[config.mk]
export PLATFORM = sky130hd
export DESIGN_NAME = imem_refill_ctrl
export DESIGN_NICKNAME = d
export VERILOG_FILES = /design/src/rtl/imem_refill_ctrl.sv
export SDC_FILE = /design/constraint.sdc
export NUM_CORES = 1
export LEC_CHECK = 0
export ABC_AREA = 1
export CORE_UTILIZATION = 52
export CTS_CLUSTER_SIZE = 25
export DETAILED_ROUTE_END_ITERATION = 8
export PLACE_DENSITY = 0.86
export SYNTH_ARGS = -nofsm -noshare
export SYNTH_HDL_FRONTEND = slang
export SYNTH_SLANG_ARGS = --single-unit
[constraint.sdc]
create_clock -name CLK -period 10.9 [get_ports CLK]
set_input_delay 1.09 -clock CLK [delete_from_list [all_inputs] [get_ports CLK]]
set_output_delay 1.09 -clock CLK [all_outputs]
set_load 0.01 [all_outputs]
[src/rtl/imem_refill_ctrl.sv]
// Refill responder for the 2-way multiword instruction cache.
// On a cache miss it fetches the 64-bit line from instruction memory one word at a
// time over a req/ack interface, then hands the line to the cache as a one-cycle
// Access_MM pulse. It also counts delivered and dropped refills.
module imem_refill_ctrl #(
  parameter int unsigned ADDR_W = 32,
  parameter int unsigned CNT_W  = 20
) (
  input  logic              CLK,
  input  logic              RESET,
  input  logic              HitWrite,
  input  logic              NOT_JUMPED,
  input  logic [ADDR_W-1:0] PC,
  output logic              MEM_REQ,
  output logic [ADDR_W-1:0] MEM_ADDR,
  input  logic              MEM_ACK,
  input  logic [31:0]       MEM_RDATA,
  output logic              Access_MM,
  output logic [63:0]       Data_MM,
  output logic              BUSY,
  output logic [CNT_W-1:0]  CNT_REFILL,
  output logic [CNT_W-1:0]  CNT_ABORT
);

  typedef enum logic [1:0] {
    StIdle,
    StRd0,
    StRd1,
    StDeliver
  } state_t;

  localparam logic [ADDR_W-1:0] WordBytes = ADDR_W'(4);
  localparam logic [CNT_W-1:0]  CntOne    = CNT_W'(1);

  state_t            state;
  logic [ADDR_W-1:0] line;
  logic              drop;

  // Line base of the missing fetch address; the byte offset within the line is irrelevant.
  logic [ADDR_W-1:0] line_base;
  logic [2:0]        unused_pc_offset;
  assign line_base        = {PC[ADDR_W-1:3], 3'b000};
  assign unused_pc_offset = PC[2:0];

  // A jump seen in the same cycle as the final ack must also suppress delivery.
  logic stale;
  assign stale = drop | ~NOT_JUMPED;

  // Refill FSM; every output is a register updated here.
  always_ff @(posedge CLK or posedge RESET) begin
    if (RESET) begin
      state      <= StIdle;
      line       <= '0;
      drop       <= 1'b0;
      MEM_REQ    <= 1'b0;
      MEM_ADDR   <= '0;
      Access_MM  <= 1'b0;
      Data_MM    <= '0;
      BUSY       <= 1'b0;
      CNT_REFILL <= '0;
      CNT_ABORT  <= '0;
    end else begin
      case (state)
        StIdle: begin
          if (!HitWrite && NOT_JUMPED) begin
            line     <= line_base;
            drop     <= 1'b0;
            MEM_REQ  <= 1'b1;
            MEM_ADDR <= line_base;
            BUSY     <= 1'b1;
            state    <= StRd0;
          end
        end

        StRd0: begin
          if (!NOT_JUMPED) begin
            drop <= 1'b1;
          end
          // The request stays up until acknowledged, even if the line went stale.
          if (MEM_ACK) begin
            Data_MM[63:32] <= MEM_RDATA;
            MEM_ADDR       <= line + WordBytes;
            state          <= StRd1;
          end
        end

        StRd1: begin
          if (!NOT_JUMPED) begin
            drop <= 1'b1;
          end
          if (MEM_ACK) begin
            Data_MM[31:0] <= MEM_RDATA;
            MEM_REQ       <= 1'b0;
            if (stale) begin
              CNT_ABORT <= CNT_ABORT + CntOne;
              BUSY      <= 1'b0;
              state     <= StIdle;
            end else begin
              Access_MM <= 1'b1;
              state     <= StDeliver;
            end
          end
        end

        StDeliver: begin
          Access_MM  <= 1'b0;
          CNT_REFILL <= CNT_REFILL + CntOne;
          BUSY       <= 1'b0;
          state      <= StIdle;
        end

        default: begin
          MEM_REQ   <= 1'b0;
          Access_MM <= 1'b0;
          BUSY      <= 1'b0;
          state     <= StIdle;
        end
      endcase
    end
  end

endmodule
=== Yosys cells after proc, flatten, opt, wreduce, memory -nomap -nowiden ===
Cells that the tools add are included.

* Word-level logic and storage cells: 64
* Input port bits: 69
* Flip-flop bits (word level): 171

* Reduce and logical (&&, ||, !) cells: 19
* Muxes and demuxes: 20
* Add/sub/neg operators: 3
* Bitwise logic cells: 2
* Equal/unequal tests: 9

{| class="wikitable"
|+ Operator list
! kind !! count
|-
| 2-to-1 mux 32 bit || 2
|-
| case mux 32 bit (2 select lines) || 1
|-
| adder 20 x 1 -> 20 bit (second input constant) || 2
|-
| adder 32 x 3 -> 32 bit (second input constant) || 1
|-
| AND reduction 3 bit || 6
|-
| != test 2 bit (second input constant) || 6
|-
| 2-to-1 mux 1 bit || 8
|-
| 2-to-1 mux 2 bit || 4
|-
| case mux 2 bit (4 select lines) || 1
|-
| nonzero test 2 bit || 4
|-
| case mux 1 bit (2 select lines) || 3
|-
| AND reduction 2 bit || 3
|-
| equality test 2 bit (second input constant) || 2
|-
| AND reduction 4 bit || 1
|-
| case mux 1 bit (3 select lines) || 1
|-
| nonzero test 3 bit || 1
|-
| equality test 2 x 1 -> 1 bit (second input constant) || 1
|-
| logical NOT 2 bit || 1
|-
| OR reduction 2 bit || 1
|-
| logical AND 1 bit || 1
|-
| logical NOT 1 bit || 1
|-
| inverter 1 bit || 1
|-
| OR 1 bit || 1
|}

=== Longest topological paths before layout ===
* Word-level depth: 5
* Mapped depth: 10
* Depth with buffers taken out: 9

=== Worst setup path before layout ===
No wires, ideal clock.

* Path kind: input-to-reg
* Start point: in NOT_JUMPED
* End point: reg line[10]
* Arrival time: 1.787 ns
* Buffers on the path: 2
* Stages on the path: 7
* Required time: 10.784 ns
* Setup time: 0.116 ns
* Setup slack: 8.997 ns
* Cell sequence: inv_2 -> nor3_4 -> inv_2 -> buf_2 -> buf_2 -> nand2_1 -> nand2_1

* Longest elaborated chain between the ends: 2

{| class="wikitable"
|+ Ends and longest elaborated chain
! item !! line !! source
|-
| start: declaration || 12 || <nowiki>input logic NOT_JUMPED,</nowiki>
|-
| logical AND 1 bit || 65 || <nowiki>if (!HitWrite && NOT_JUMPED) begin</nowiki>
|-
| AND reduction 2 bit (no line) || -- ||
|-
| end signal: assignment || 66 || <nowiki>line <= line_base;</nowiki>
|-
| end: declaration || 36 || <nowiki>logic [ADDR_W-1:0] line;</nowiki>
|}

Every way passes these cells.
A chain may end at the register's enable or synchronous reset.

=== Worst setup path after layout ===
* Start point: reg state[1]
* End point: reg MEM_ADDR[9]

* Longest elaborated chain between the ends: 3

{| class="wikitable"
|+ Ends and longest elaborated chain
! item !! line !! source
|-
| start: declaration || 35 || <nowiki>state_t state;</nowiki>
|-
| start signal: assignment || 52 || <nowiki>state <= StIdle;</nowiki>
|-
| start signal: assignment || 71 || <nowiki>state <= StRd0;</nowiki>
|-
| start signal: assignment || 83 || <nowiki>state <= StRd1;</nowiki>
|-
| equality test 2 x 1 -> 1 bit or logical NOT 2 bit (tied branches) || 63 || <nowiki>case (state)</nowiki>
|-
| != test 2 bit (no line) or nonzero test 2 bit (tied branches) || -- ||
|-
| AND reduction 3 bit (no line) || -- ||
|-
| end signal: assignment || 69 || <nowiki>MEM_ADDR <= line_base;</nowiki>
|-
| end signal: assignment || 82 || <nowiki>MEM_ADDR <= line + WordBytes;</nowiki>
|-
| end: declaration || 15 || <nowiki>output logic [ADDR_W-1:0] MEM_ADDR,</nowiki>
|}

Parallel ways exist; a longest one is shown, timed or not.

==> results by group <==
Timing
  – Final Worst Setup Slack: approximately 7.9 ns
  – Clk_skew: 0.007239 ns
  – Period minus WS final: a little under 3 ns
  – Final Setup Violations: 0
  – Slew Limit Fails: 0
  – Max Fclk: ~340 MHz
  – Slew @ Worst Pin: around 1.1 ns
  – Hold Fails Final Rpt: 0
  – Post-route setup TNS: 0 ns
  – Worst rel slew slack: 0.2790
  – RSZ-0062 raised after global routing: no
  – Tcrit/Tclk final: 0.2733
  – Hold_ws: around 0.47 ns

Logic synthesis
  – Area leader, netlist: dfrtp_1
  – Yosys cell types: 29
  – Most frequent cell after synthesis: nand2_1
  – Synth Flop Type: dfrtp_1
  – Yosys reg bits: 169
  – Synthesized area: between 0.007 and 0.008 sq mm
  – Avg Inst Size Synth: roughly 8.9 sq um
  – Largest cells by area after synthesis: dfrtp_1 (58%), nand2_1 (15%), o21ai_0 (5.0%)
  – Number of enable flip-flop cells after synthesis: 0
  – Seq/Total Area, Yosys: 0.5776
  – Syn Inst Count: between 800 and 900
  – Ys Warns: 0
  – Ys async rst share: 1.000
  – Post-synth top cells: nand2_1 (293), dfrtp_1 (169), o21ai_0 (73)
  – Yosys top cell area share: 0.5776

Placed design
  – Area after DPL: ~0.0094 sq mm
  – Placed cell count: around 1.2k
  – HPWL after detailed placement: 11,960 um
  – Port bufs: between 200 and 250
  – Routability cong.: 0.8109
  – Place WS: between 7 and 8 ns

Route
  – Vias: just over 6k
  – DR vias/cell: between 5 and 6
  – Drt wl/cell: ~15 um
  – Drt pass-1 iters: 5
  – Final wirelength: approximately 17,000 um
  – Iteration-0 DRC Markers: about 400
  – DRC: 0
  – Antenna-violating nets left: 0

Global route
  – Tot GR Track Use: 0.2564
  – First-pass GRT wire length: between 20,000 and 30,000 um
  – Gr ovfl total: 0
  – Number of global-route vias before repair: between 6k and 7k
  – Largest net degree at the start of global routing: 96
  – Antenna violations before repair: 0

Power
  – Max VDD drop: approximately 0.00016 V
  – Power Total: approximately 2.7 mW
  – Pwr/cell area: around 260 mW/mm^2
  – P_leak: roughly 4.8 nW

Die
  – Die Area: between 0.01 and 0.015 sq mm
  – Ports: between 200 and 250
  – Starting Density: 0.5422
  – Core box area: 0.01351 sq mm
  – # rows: 42
  – Die Wd: approximately 120 um
  – Die H: between 100 and 150 um

Clocking
  – H-tree lvl count: 4
  – Post-CTS Setup Repair Bufs: 0
  – Post-cts resize count: 0
  – CTS buffer count: 17
  – Clk root buf: clkbuf_16
  – Worst skew pair latency: 0.42 ns
  – Maximum root-to-sink buffer count: 2
  – Clock transition at path regs: 0.06 ns
  – CTS tree: done
  – CTS sink count: around 170
  – Hold buffer count at cts: 0

Worst setup path
  – CP Cell Sequence: inv_1 > ha_2 > inv_2 > nor2_1 > a21oi_1 > nand2_2 > nand2_1 > o21ai_1
  – Reg-to-Reg Start: state[1]
  – CP Launch Point: state[1]
  – Worst r2r path cells: 8
  – Critical-path top delay cell: ha_2
  – Worst Path Max Fanout: 60
  – Crit path buf inv count: 2
  – Critical Path RT: 11.21 ns
  – Worst setup EP type: register
  – R2R Path End: MEM_ADDR[9]
  – Crit path max-delay family: simple AND/OR/NAND/NOR gates
  – Kind of critical path: reg2reg
  – Worst setup SP type: register
  – Worst Path Arrival: roughly 3.3 ns
  – Slowest cell delay on critical path: 0.89 ns
  – Setup slack, reg-to-reg: roughly 7.9 ns

Cells and area
  – Fillers: around 940
  – # nets final: around 1.1k
  – Share of post-route cells with drive strength above 1: 0.04980
  – ANT cells: 0
  – Final Cell Area: 0.01006 sq mm
  – Cell Count, Final, Fillers Out: between 1k and 1.5k
  – Finished Core Util: 0.7448
  – Area grow syn2layout: 37.37%

Min path
  – Min-Delay Path Class: reg2reg
  – Hold Crit Start: line[18]
  – Hold path endpoint: line[18]
  – Hold depth: 2

Job
  – Max-capacitance violation count: 0

Run status
  – Outcome: finished, final reports clean
==> power breakdown <==
| part | switching (mW) | internal [mW] |
|---|---|---|
| Combinational | 0.507 | 0.503 |
| Sequential | 0.154 | 0.873 |
| Clock | 0.241 | 0.385 |
==> placed cells by master, fill, tap and decap left out, drive strengths merged, types with 7 or more instances in the layout <==
cell | synthesis | layout
dfrtp | 169 | 169
inv | 75 | 75
clkbuf | 7 | 22
mux2i | 29 | 29
nor2 | 43 | 43
ha | 8 | 8
nand2 | 294 | 294
o21ai | 104 | 104
nand3b | 7 | 7
nand3 | 20 | 20
xor2 | 13 | 13
xnor2 | 8 | 8
clkdlybuf4s50 | 0 | 202
==> logic make-up (layout without fill, tap and decap cells) <==
family,count (synthesis),in the layout,share of synthesized area
AO/OA/AOI/OAI,110,110,0.07553
XOR/XNOR,21,21,0.02512
adder cells (fa/ha/maj),8,8,0.01367
buffers and inverters,107,311,0.06101
flip-flops,169,169,0.5776
multiplexers,30,30,0.04118
other,1,2,0.0005122
AND/OR/NAND/NOR,373,373,0.2054
==> worst register-to-register path, cell delays in order (launching register included) <==
cell	delay, ns
dfrtp_1	0.40
inv_1	0.17
ha_2	0.89
inv_2	0.09
nor2_1	0.16
a21oi_1	0.07
nand2_2	0.76
nand2_1	0.19
o21ai_1	0.16
==> flip-flops by register name, indices dropped and copies added (netlist names) <==
name,count
Data_MM,64
MEM_ADDR,30
line,29
CNT_ABORT,20
CNT_REFILL,20
state,2
Access_MM,1
BUSY,1
MEM_REQ,1
drop,1
==> worst max path at each step <==
stage          slack, ns            to  depth (start not counted)
6_report            7.92   MEM_ADDR[9]                          8
5_1_grt             7.59  MEM_ADDR[12]                          8
4_1_cts             7.89   MEM_ADDR[9]                          8
3_5_place_dp        7.52  CNT_ABORT[5]                          7
3_3_place_gp        7.54  CNT_ABORT[5]                          7
2_1_floorplan       5.23     Access_MM                          1
==> final cells by class <==
class,count,area [sq um],area share
Multi-Input combinational cell,544,2660,0.2645
Sequential cell,169,4229,0.4205
Tap cell,176,220.2,0.02189
Clock inverter,10,141.4,0.01406
Inverter,75,286.5,0.02849
Timing Repair Buffer,204,2037,0.2025
Clock buffer,22,484.2,0.04814
==> routing by layer <==
| metal | track usage | wire length [um] | vias up |
|---|---|---|---|
| met5 | 0 | 0 | - |
| met4 | 0.1042 | 287 | 0 |
| met3 | 0.09623 | 1401 | 25 |
| met2 | 0.4102 | 8472 | 189 |
| met1 | 0.3131 | 7307 | 2861 |
| li1 | - | - | 2957 |
Power figures use the tool's default switching activity.
